[config.mk]
export PLATFORM = sky130hd
export DESIGN_NAME = alu_rs
export DESIGN_NICKNAME = d
export VERILOG_FILES = /design/src/rtl/alu_rs_pkg.sv /design/src/rtl/alu_rs_prio_enc.sv /design/src/rtl/alu_rs.sv
export SDC_FILE = /design/constraint.sdc
export NUM_CORES = 1
export LEC_CHECK = 0
export CAP_MARGIN = 15
export CORE_MARGIN = 4
export CORE_UTILIZATION = 40
export DETAILED_ROUTE_END_ITERATION = 10
export PLACE_DENSITY = 0.63
export SLEW_MARGIN = 15
export SYNTH_ARGS = -nofsm -noshare
export SYNTH_HDL_FRONTEND = slang
export SYNTH_SLANG_ARGS = --single-unit
[constraint.sdc]
create_clock -name clk_in -period 2.4 [get_ports clk_in]
set_clock_uncertainty 0.1 [all_clocks]
set_input_delay 0.24 -clock clk_in [delete_from_list [all_inputs] [get_ports clk_in]]
set_output_delay 0.24 -clock clk_in [all_outputs]
set_load 0.1 [all_outputs]
[src/rtl/alu_rs_pkg.sv]
// Shared types for the ALU reservation station: entry layout, issue FSM states, ALU function codes.
// Latency: n/a (types and a pure combinational helper only).
// Backpressure: n/a.
package alu_rs_pkg;

    localparam int RS_ROB_IX  = 2;   // rob index is [RS_ROB_IX:0]
    localparam int RS_ENTRIES = 4;   // station depth

    // AluFunc codes carried through the station untouched
    localparam logic [3:0] ALU_ADD  = 4'h0;
    localparam logic [3:0] ALU_SUB  = 4'h1;
    localparam logic [3:0] ALU_AND  = 4'h2;
    localparam logic [3:0] ALU_OR   = 4'h3;
    localparam logic [3:0] ALU_XOR  = 4'h4;
    localparam logic [3:0] ALU_SLL  = 4'h5;
    localparam logic [3:0] ALU_SRL  = 4'h6;
    localparam logic [3:0] ALU_SRA  = 4'h7;
    localparam logic [3:0] ALU_SLT  = 4'h8;
    localparam logic [3:0] ALU_SLTU = 4'h9;

    typedef logic [RS_ROB_IX:0] rob_ix_t;

    typedef struct packed {
        logic        valid;
        logic [3:0]  func;
        rob_ix_t     rob_ix;
        logic [31:0] v1;
        rob_ix_t     q1;
        logic        p1;
        logic [31:0] v2;
        rob_ix_t     q2;
        logic        p2;
    } rs_entry_t;

    typedef enum logic [1:0] {
        RS_IDLE  = 2'd0,
        RS_ISSUE = 2'd1,
        RS_BUSY  = 2'd2
    } rs_state_t;

    // True when a pending operand waiting on tag q is satisfied by this CDB broadcast.
    function automatic logic cdb_hit(input logic pend, input logic cdb_vld,
                                     input rob_ix_t cdb_tag, input rob_ix_t q);
        return pend && cdb_vld && (cdb_tag == q);
    endfunction

endpackage

[src/rtl/alu_rs_prio_enc.sv]
// Priority encoder: index of the lowest set request bit, plus an any-set flag.
// Latency: purely combinational.
// Backpressure: n/a.
// Ports: req_i request vector; idx_o lowest set index (0 when none); any_o at least one bit set.
module prio_enc #(
    parameter int N = 4,
    parameter int W = (N > 1) ? $clog2(N) : 1
) (
    input  logic [N-1:0] req_i,
    output logic [W-1:0] idx_o,
    output logic         any_o
);

    // Scan from the top down so the lowest set bit is the last one written.
    always_comb begin
        idx_o = '0;
        for (int i = N - 1; i >= 0; i--) begin
            if (req_i[i]) begin
                idx_o = W'(i);
            end
        end
    end

    assign any_o = |req_i;

endmodule

[src/rtl/alu_rs.sv]
// Reservation station for one ALU: buffers dispatched ops, snoops the CDB, issues the lowest-index ready op.
// Latency: dispatch with both operands ready in cycle D gives alu_valid_out in cycle D+2.
// Backpressure: disp_ready_out low when full; issue waits for alu_ready_in, operands held until the ALU is ready again.
// Ports: clk_in/rst_in/flush_in; disp_* dispatch request with operand values/tags/pending flags;
//        cdb_* result broadcast; alu_ready_in from the ALU; alu_* held operands plus 1-cycle valid pulse.
module alu_rs
    import alu_rs_pkg::*;
#(
    parameter int ROB_IX  = RS_ROB_IX,   // entry tag width is fixed by rob_ix_t in the package
    parameter int ENTRIES = RS_ENTRIES
) (
    input  logic              clk_in,
    input  logic              rst_in,
    input  logic              flush_in,
    input  logic              disp_valid_in,
    output logic              disp_ready_out,
    input  logic [3:0]        disp_func_in,
    input  logic [ROB_IX:0]   disp_rob_ix_in,
    input  logic [31:0]       disp_v1_in,
    input  logic [ROB_IX:0]   disp_q1_in,
    input  logic              disp_p1_in,
    input  logic [31:0]       disp_v2_in,
    input  logic [ROB_IX:0]   disp_q2_in,
    input  logic              disp_p2_in,
    input  logic              cdb_valid_in,
    input  logic [ROB_IX:0]   cdb_rob_ix_in,
    input  logic [31:0]       cdb_data_in,
    input  logic              alu_ready_in,
    output logic              alu_valid_out,
    output logic [31:0]       alu_rval1_out,
    output logic [31:0]       alu_rval2_out,
    output logic [3:0]        alu_func_out,
    output logic [ROB_IX:0]   alu_rob_ix_out
);

    localparam int IW = $clog2(ENTRIES);

    rs_entry_t        ent_q [ENTRIES];
    rs_entry_t        ent_d [ENTRIES];
    rs_entry_t        new_ent;
    rs_entry_t        sel_ent;
    rs_state_t        state_q, state_d;
    logic             alu_valid_q, alu_valid_d;
    logic [31:0]      rval1_q, rval1_d, rval2_q, rval2_d;
    logic [3:0]       func_q, func_d;
    logic [ROB_IX:0]  rob_q, rob_d;

    logic [ENTRIES-1:0] free_vec, rdy_vec;
    logic [IW-1:0]      free_idx, sel_idx;
    logic               free_any, sel_any;
    logic               disp_fire, issue_fire;

    // Both vectors come from registered state only, so a slot freed by this
    // cycle's issue is not offered for dispatch until the next cycle.
    always_comb begin
        for (int i = 0; i < ENTRIES; i++) begin
            free_vec[i] = !ent_q[i].valid;
            rdy_vec[i]  = ent_q[i].valid && !ent_q[i].p1 && !ent_q[i].p2;
        end
    end

    prio_enc #(.N(ENTRIES), .W(IW)) u_free_sel (
        .req_i (free_vec),
        .idx_o (free_idx),
        .any_o (free_any)
    );

    prio_enc #(.N(ENTRIES), .W(IW)) u_issue_sel (
        .req_i (rdy_vec),
        .idx_o (sel_idx),
        .any_o (sel_any)
    );

    assign disp_ready_out = free_any;
    assign disp_fire      = disp_valid_in && free_any;
    assign issue_fire     = (state_q == RS_IDLE) && sel_any && alu_ready_in;
    assign sel_ent        = ent_q[sel_idx];

    // Incoming entry, with a same-cycle CDB broadcast captured directly.
    always_comb begin
        new_ent        = '0;
        new_ent.valid  = 1'b1;
        new_ent.func   = disp_func_in;
        new_ent.rob_ix = disp_rob_ix_in;
        new_ent.q1     = disp_q1_in;
        new_ent.q2     = disp_q2_in;
        new_ent.v1     = disp_v1_in;
        new_ent.p1     = disp_p1_in;
        new_ent.v2     = disp_v2_in;
        new_ent.p2     = disp_p2_in;
        if (cdb_hit(disp_p1_in, cdb_valid_in, cdb_rob_ix_in, disp_q1_in)) begin
            new_ent.v1 = cdb_data_in;
            new_ent.p1 = 1'b0;
        end
        if (cdb_hit(disp_p2_in, cdb_valid_in, cdb_rob_ix_in, disp_q2_in)) begin
            new_ent.v2 = cdb_data_in;
            new_ent.p2 = 1'b0;
        end
    end

    // Wakeup, issue-free and dispatch-write act on disjoint conditions per slot:
    // the issued slot is already ready and the dispatch slot is currently invalid.
    always_comb begin
        for (int i = 0; i < ENTRIES; i++) begin
            ent_d[i] = ent_q[i];
            if (ent_q[i].valid && cdb_hit(ent_q[i].p1, cdb_valid_in, cdb_rob_ix_in, ent_q[i].q1)) begin
                ent_d[i].v1 = cdb_data_in;
                ent_d[i].p1 = 1'b0;
            end
            if (ent_q[i].valid && cdb_hit(ent_q[i].p2, cdb_valid_in, cdb_rob_ix_in, ent_q[i].q2)) begin
                ent_d[i].v2 = cdb_data_in;
                ent_d[i].p2 = 1'b0;
            end
            if (issue_fire && (sel_idx == IW'(i))) begin
                ent_d[i].valid = 1'b0;
            end
            if (disp_fire && (free_idx == IW'(i))) begin
                ent_d[i] = new_ent;
            end
        end
    end

    // Issue FSM; the hold registers load only on IDLE->ISSUE because the ALU
    // output is combinational from these values until it raises ready again.
    always_comb begin
        state_d     = state_q;
        alu_valid_d = 1'b0;
        rval1_d     = rval1_q;
        rval2_d     = rval2_q;
        func_d      = func_q;
        rob_d       = rob_q;
        case (state_q)
            RS_IDLE: begin
                if (issue_fire) begin
                    state_d     = RS_ISSUE;
                    alu_valid_d = 1'b1;
                    rval1_d     = sel_ent.v1;
                    rval2_d     = sel_ent.v2;
                    func_d      = sel_ent.func;
                    rob_d       = sel_ent.rob_ix;
                end
            end
            RS_ISSUE: state_d = RS_BUSY;
            RS_BUSY: begin
                if (alu_ready_in) begin
                    state_d = RS_IDLE;
                end
            end
            default: state_d = RS_IDLE;
        endcase
    end

    always_ff @(posedge clk_in) begin
        if (rst_in || flush_in) begin
            state_q     <= RS_IDLE;
            alu_valid_q <= 1'b0;
            rval1_q     <= '0;
            rval2_q     <= '0;
            func_q      <= '0;
            rob_q       <= '0;
            for (int i = 0; i < ENTRIES; i++) begin
                ent_q[i] <= '0;
            end
        end else begin
            state_q     <= state_d;
            alu_valid_q <= alu_valid_d;
            rval1_q     <= rval1_d;
            rval2_q     <= rval2_d;
            func_q      <= func_d;
            rob_q       <= rob_d;
            for (int i = 0; i < ENTRIES; i++) begin
                ent_q[i] <= ent_d[i];
            end
        end
    end

    assign alu_valid_out  = alu_valid_q;
    assign alu_rval1_out  = rval1_q;
    assign alu_rval2_out  = rval2_q;
    assign alu_func_out   = func_q;
    assign alu_rob_ix_out = rob_q;

endmodule

# After elaboration in Yosys (flattened, before gate mapping)
# Memory sizes are Yosys's and may differ from the RTL's. A register that Yosys moved wholly into a read port is not among the register bits.
# Index checks and enable logic that the tools add are counted.
[totals]
memories = 1
ff_bits = 3
inputBits = 120
wordCells = 143
out_inout_bits = 73
mem_bits_rw = 320
[mem_list]
columns = ["memory", "depth", "width", "rd", "rd_clocked_by_memory_dff", "wr", "line", "source"]
rows = [
  ["ent_q", 4, 80, 5, 1, 4, "alu_rs.sv:38", "rs_entry_t ent_q [ENTRIES];"],
]
[classes]
reduce_logical = 68
bitwise = 5
eq_ne = 20
n_mux = 47
[ops]
columns = ["cell", "n"]
rows = [
  ["$mux 80", 8],
  ["$mux 32", 10],
  ["$logic_and 1x1->1", 47],
  ["$eq 3x3->1", 10],
  ["$mux 2", 10],
  ["$mux 1", 18],
  ["$logic_not 1->1", 12],
  ["$eq 2x2->1 const B", 5],
  ["$reduce_or 4->1", 2],
  ["$eq 2x1->1 const B", 3],
  ["$logic_not 2->1", 3],
  ["$pmux 2 s3", 1],
  ["$ne 2x2->1 const B", 2],
  ["$or 1x1->1", 4],
  ["$reduce_and 2->1", 2],
  ["$reduce_or 2->1", 1],
  ["$logic_or 1x1->1", 1],
  ["$not 1->1", 1],
]

# Logic depth before layout (Yosys ltp)
# An unclocked memory read counts as a cell.
[logic_depth]
ltp_word = 13
mapped_depth = 8
depth_no_buf = 4

# Modules after synthesis
# Synthesis repeated with hierarchy kept, for this count alone.
[unflattened]
cells_unflattened = 2687
hier_area_um2 = 22275.1
[modules_own_cells]
columns = ["module", "n_inst", "seq_area_each_um2", "cells_each", "area_each_um2"]
rows = [
  ["alu_rs", 1, 7887.6, 2673, 22205.0],
  ["prio_enc", 2, 0.0, 7, 35.0],
]

# Worst setup path before layout
# No wires, ideal clock.
[synth_path]
path_type = "reg2reg"
startpoint = "memory ent_q[1][79] (netlist name)"
endpoint = "register rval2_q[5] (netlist: alu_rval2_out[5])"
path_stages_with_launch = 9
setup_time_ps = 75
t_arrival_ps = 1674
n_path_buf = 4
path_slack_ps = 551
required_time_ps = 2225
synth_period_minus_slack_ps = 1849
cell_sequence = "dfxtp_1 > buf_4 > or3b_1 > buf_2 > a41oi_4 > buf_6 > buf_4 > o21ai_0 > a31oi_1"
[synth_rtl]
columns = ["element", "line", "source"]
rows = [
  ["start: declaration", "alu_rs.sv:38", ""],
  ["end signal: assignment", "alu_rs.sv:168", "rval2_q <= rval2_d;"],
  ["end: declaration", "alu_rs.sv:44", "logic [31:0] rval1_q, rval1_d, rval2_q, rval2_d;"],
]

==> impl_metrics.json <==
{
  "outcome": "complete, no violations",
  "totalWireLength_mm": 73.8,
  "power_frac_comb": 0.120,
  "grt_max_degree": 88,
  "area_growth_pct": 19.0,
  "cp_num_buf_inv": 2,
  "clock_power_share": 0.442,
  "place_area_um2": 23600,
  "ir_drop_v": 0.000445,
  "crit_path_max_fanout": 32,
  "drt-vias-per-instance": 6.40,
  "clock-root-buffer": "clkbuf_16",
  "worstPathRequired_ns": 2.80,
  "switching_power_uw": 4090,
  "synth_most_common_cell": "a211oi_1",
  "routedWlPerCell_um": 24.2,
  "syn_inst": 2318,
  "crit_slowest_cell": "or3b_2",
  "cts_resized": 0,
  "seqPwrFrac": 0.438,
  "antenna_left": 0,
  "dieWidth_um": 237,
  "synth.distinct_cells": 43,
  "max_slew.worst_pin.slew_ns": 0.704,
  "layout-drive-gt1-share": 0.123,
  "slew-limit-headroom": 0.529,
  "nNetsFinal": 2467,
  "dr.pass1.iters": 6,
  "finalSetupTns_ns": 0,
  "crit_chain": "or3b_2, a41oi_4, buf_12, buf_12, o21ai_0, a31oi_1",
  "arrival_ns": 2.57,
  "fin_cells": 3054,
  "powerDensity_nw_per_um2": 612,
  "pin_count": 193,
  "switching_share": 0.267,
  "holdBufCountCts": 0,
  "slew_viol_final": 0,
  "dp_hpwl_mm": 44.4,
  "p_leak_uw": 0.00761,
  "yosys-top-cells-count": "a211oi_1, dfxtp_1, mux2i_1",
  "critPathMaxStageDelay_ns": 0.61,
  "rows": 83,
  "hold_viol_final": 0,
  "placed_cells": 2980,
  "ys_top_cells_by_area": "dfxtp_1, a211oi_1, mux2i_1",
  "first_iter_violations": 2050,
  "die_y_um": 237,
  "core_area_um2": 51700,
  "synth_area_um2": 21000,
  "grt_pass1_vias": 18884,
  "rsz0062_at_grt": "false",
  "grt_pass1_wl_mm": 114,
  "post_cts_buffers": 0,
  "yosys.area.top_type_share": 0.375,
  "antenna_found_initial": 1,
  "clk_path_buf_depth": 3,
  "gp_congestion": 0.795,
  "worst-setup-path-type": "reg -> reg",
  "drv_cap": 0,
  "cts_max_level": 2,
  "p_int_uw": 11200,
  "finalCritPeriodShare": 0.905,
  "die-area_um2": 56300,
  "syn_nets": 2438,
  "min_period_ns": 2.17,
  "cts-buffers-inserted": 45,
  "avgSynthCellArea_um2": 9.08,
  "synth_flop_cell": "dfxtp_1",
  "vias": 19536,
  "cts_sinks": 394,
  "synth_top_area_cell": "dfxtp_1",
  "setup_viol": 0,
  "synth-edff-count": 0,
  "r2r_slack_ns": 0.23,
  "clock_latency_ns": 0.58,
  "yosysSeqAreaShare": 0.375,
  "drc_errors": 0,
  "min_path_type": "in -> reg",
  "ys_warn_count": 0,
  "grt_usage": 0.250,
  "fillers": 4850,
  "path_clk_slew_ns": 0.06,
  "portBuffers": 192,
  "critPathTopFamily": "simple AND/OR/NAND/NOR gates",
  "start_util": 0.407,
  "yosys_register_bits": 394,
  "final_cell_area_um2": 25000,
  "grt-ovfl-total": 0,
  "start_kind": "flop",
  "synthArstFlopShare": 0,
  "endpoint_kind": "flop",
  "finalPower_uw": 15300,
  "cts_tree": "yes",
  "max_freq_mhz": 460,
  "cp_common_cell": "buf_12"
}
## worst min-delay path, cell delays in order
cell and delay, ns:
clkdlybuf4s50_1 0.48, nand2_1 0.09, a21oi_1 0.05
## kinds of logic (layout without fill, tap and decap cells)
kind of cell              Yosys count  in the layout  synth area share
AOI/OAI and AO/OA                 934            934             0.318
xor gates and xnor gates           30             30            0.0175
buffers and inverters             388            443            0.0932
DFF                               394            394             0.375
muxes                             257            257             0.122
other                               0              1                 0
and+or+nand+nor                   315            315            0.0744
## state kept, by name, indices dropped and copies added, names as in the netlist
signal	count
alu_rval2_out	32
alu_func_out	4
state_q	2
alu_rval1_out	32
ent_q	320
alu_valid_out	1
alu_rob_ix_out	3
## cell usage in the layout, fill, tap and decap left out, types with 3 or more instances in the layout
master	n
a211oi_1	512
dfxtp_1	394
mux2i_1	257
nand2_1	176
buf_4	130
clkdlybuf4s50_1	119
nand3_1	88
a21o_1	71
a31oi_1	71
a22oi_1	66
inv_1	64
a41oi_1	64
a21oi_1	64
o21ai_0	63
buf_12	57
clkbuf_16	47
xor2_1	16
clkbuf_8	10
nand3b_1	9
o21ai_1	9
clkbuf_1	9
xor2_2	8
nor4_4	8
xnor2_4	6
nor2_1	5
clkinv_2	5
o21bai_1	4
a221oi_1	4
nand4_1	3
## routing by layer
metal,global-route usage,up-vias,wire length (um)
li1,-,8874,-
met1,0.347,9685,32300
met2,0.394,832,33500
met3,0.0398,145,5460
met4,0.0925,0,2520
met5,0,-,0
## worst paths after layout
| path | cells after the start | endpoint | start |
|---|---|---|---|
| worst min register to register | 2 | ent_q[1][78] | ent_q[1][78] |
| worst max register to register | 6 | alu_rval1_out[16] | ent_q[0][79] |
| worst min-delay path | 3 | ent_q[3][77] | disp_func_in[2] |
| worst max-delay path | 6 | alu_rval1_out[16] | ent_q[0][79] |
## power groups by stage
stage | combinational (uW) | sequential [uW] | clock (uW)
detailed placement | 1800 | 6850 | 0
global placement | 1770 | 6850 | 0
finish | 1840 | 6710 | 6770
floorplan | 897 | 6990 | 0
global route | 1930 | 6720 | 7080
CTS | 1800 | 6710 | 6850
## through the flow
step	setup slack (ns)	hold slack, ns	util
2_1_floorplan	0.551	0.276	-
3_3_place_gp	0.0386	0.343	0.457
3_5_place_dp	-0.00480	0.349	0.457
4_1_cts	0.236	0.196	0.484
5_1_grt	0.162	0.250	0.484
6_report	0.227	0.223	0.484
## area by class of cell
cell class | count | area [um2] | share of cell area
Sequential cell | 394 | 7890 | 0.315
Timing Repair Buffer | 306 | 3310 | 0.132
Clock buffer | 66 | 1350 | 0.0538
Multi-Input combinational cell | 1536 | 11300 | 0.453
Tap cell | 680 | 851 | 0.0340
Antenna cell | 1 | 2.50 | 0.0000999
Inverter | 64 | 240 | 0.00959
Clock inverter | 7 | 63.8 | 0.00255
(Power assumes the default switching activity.)
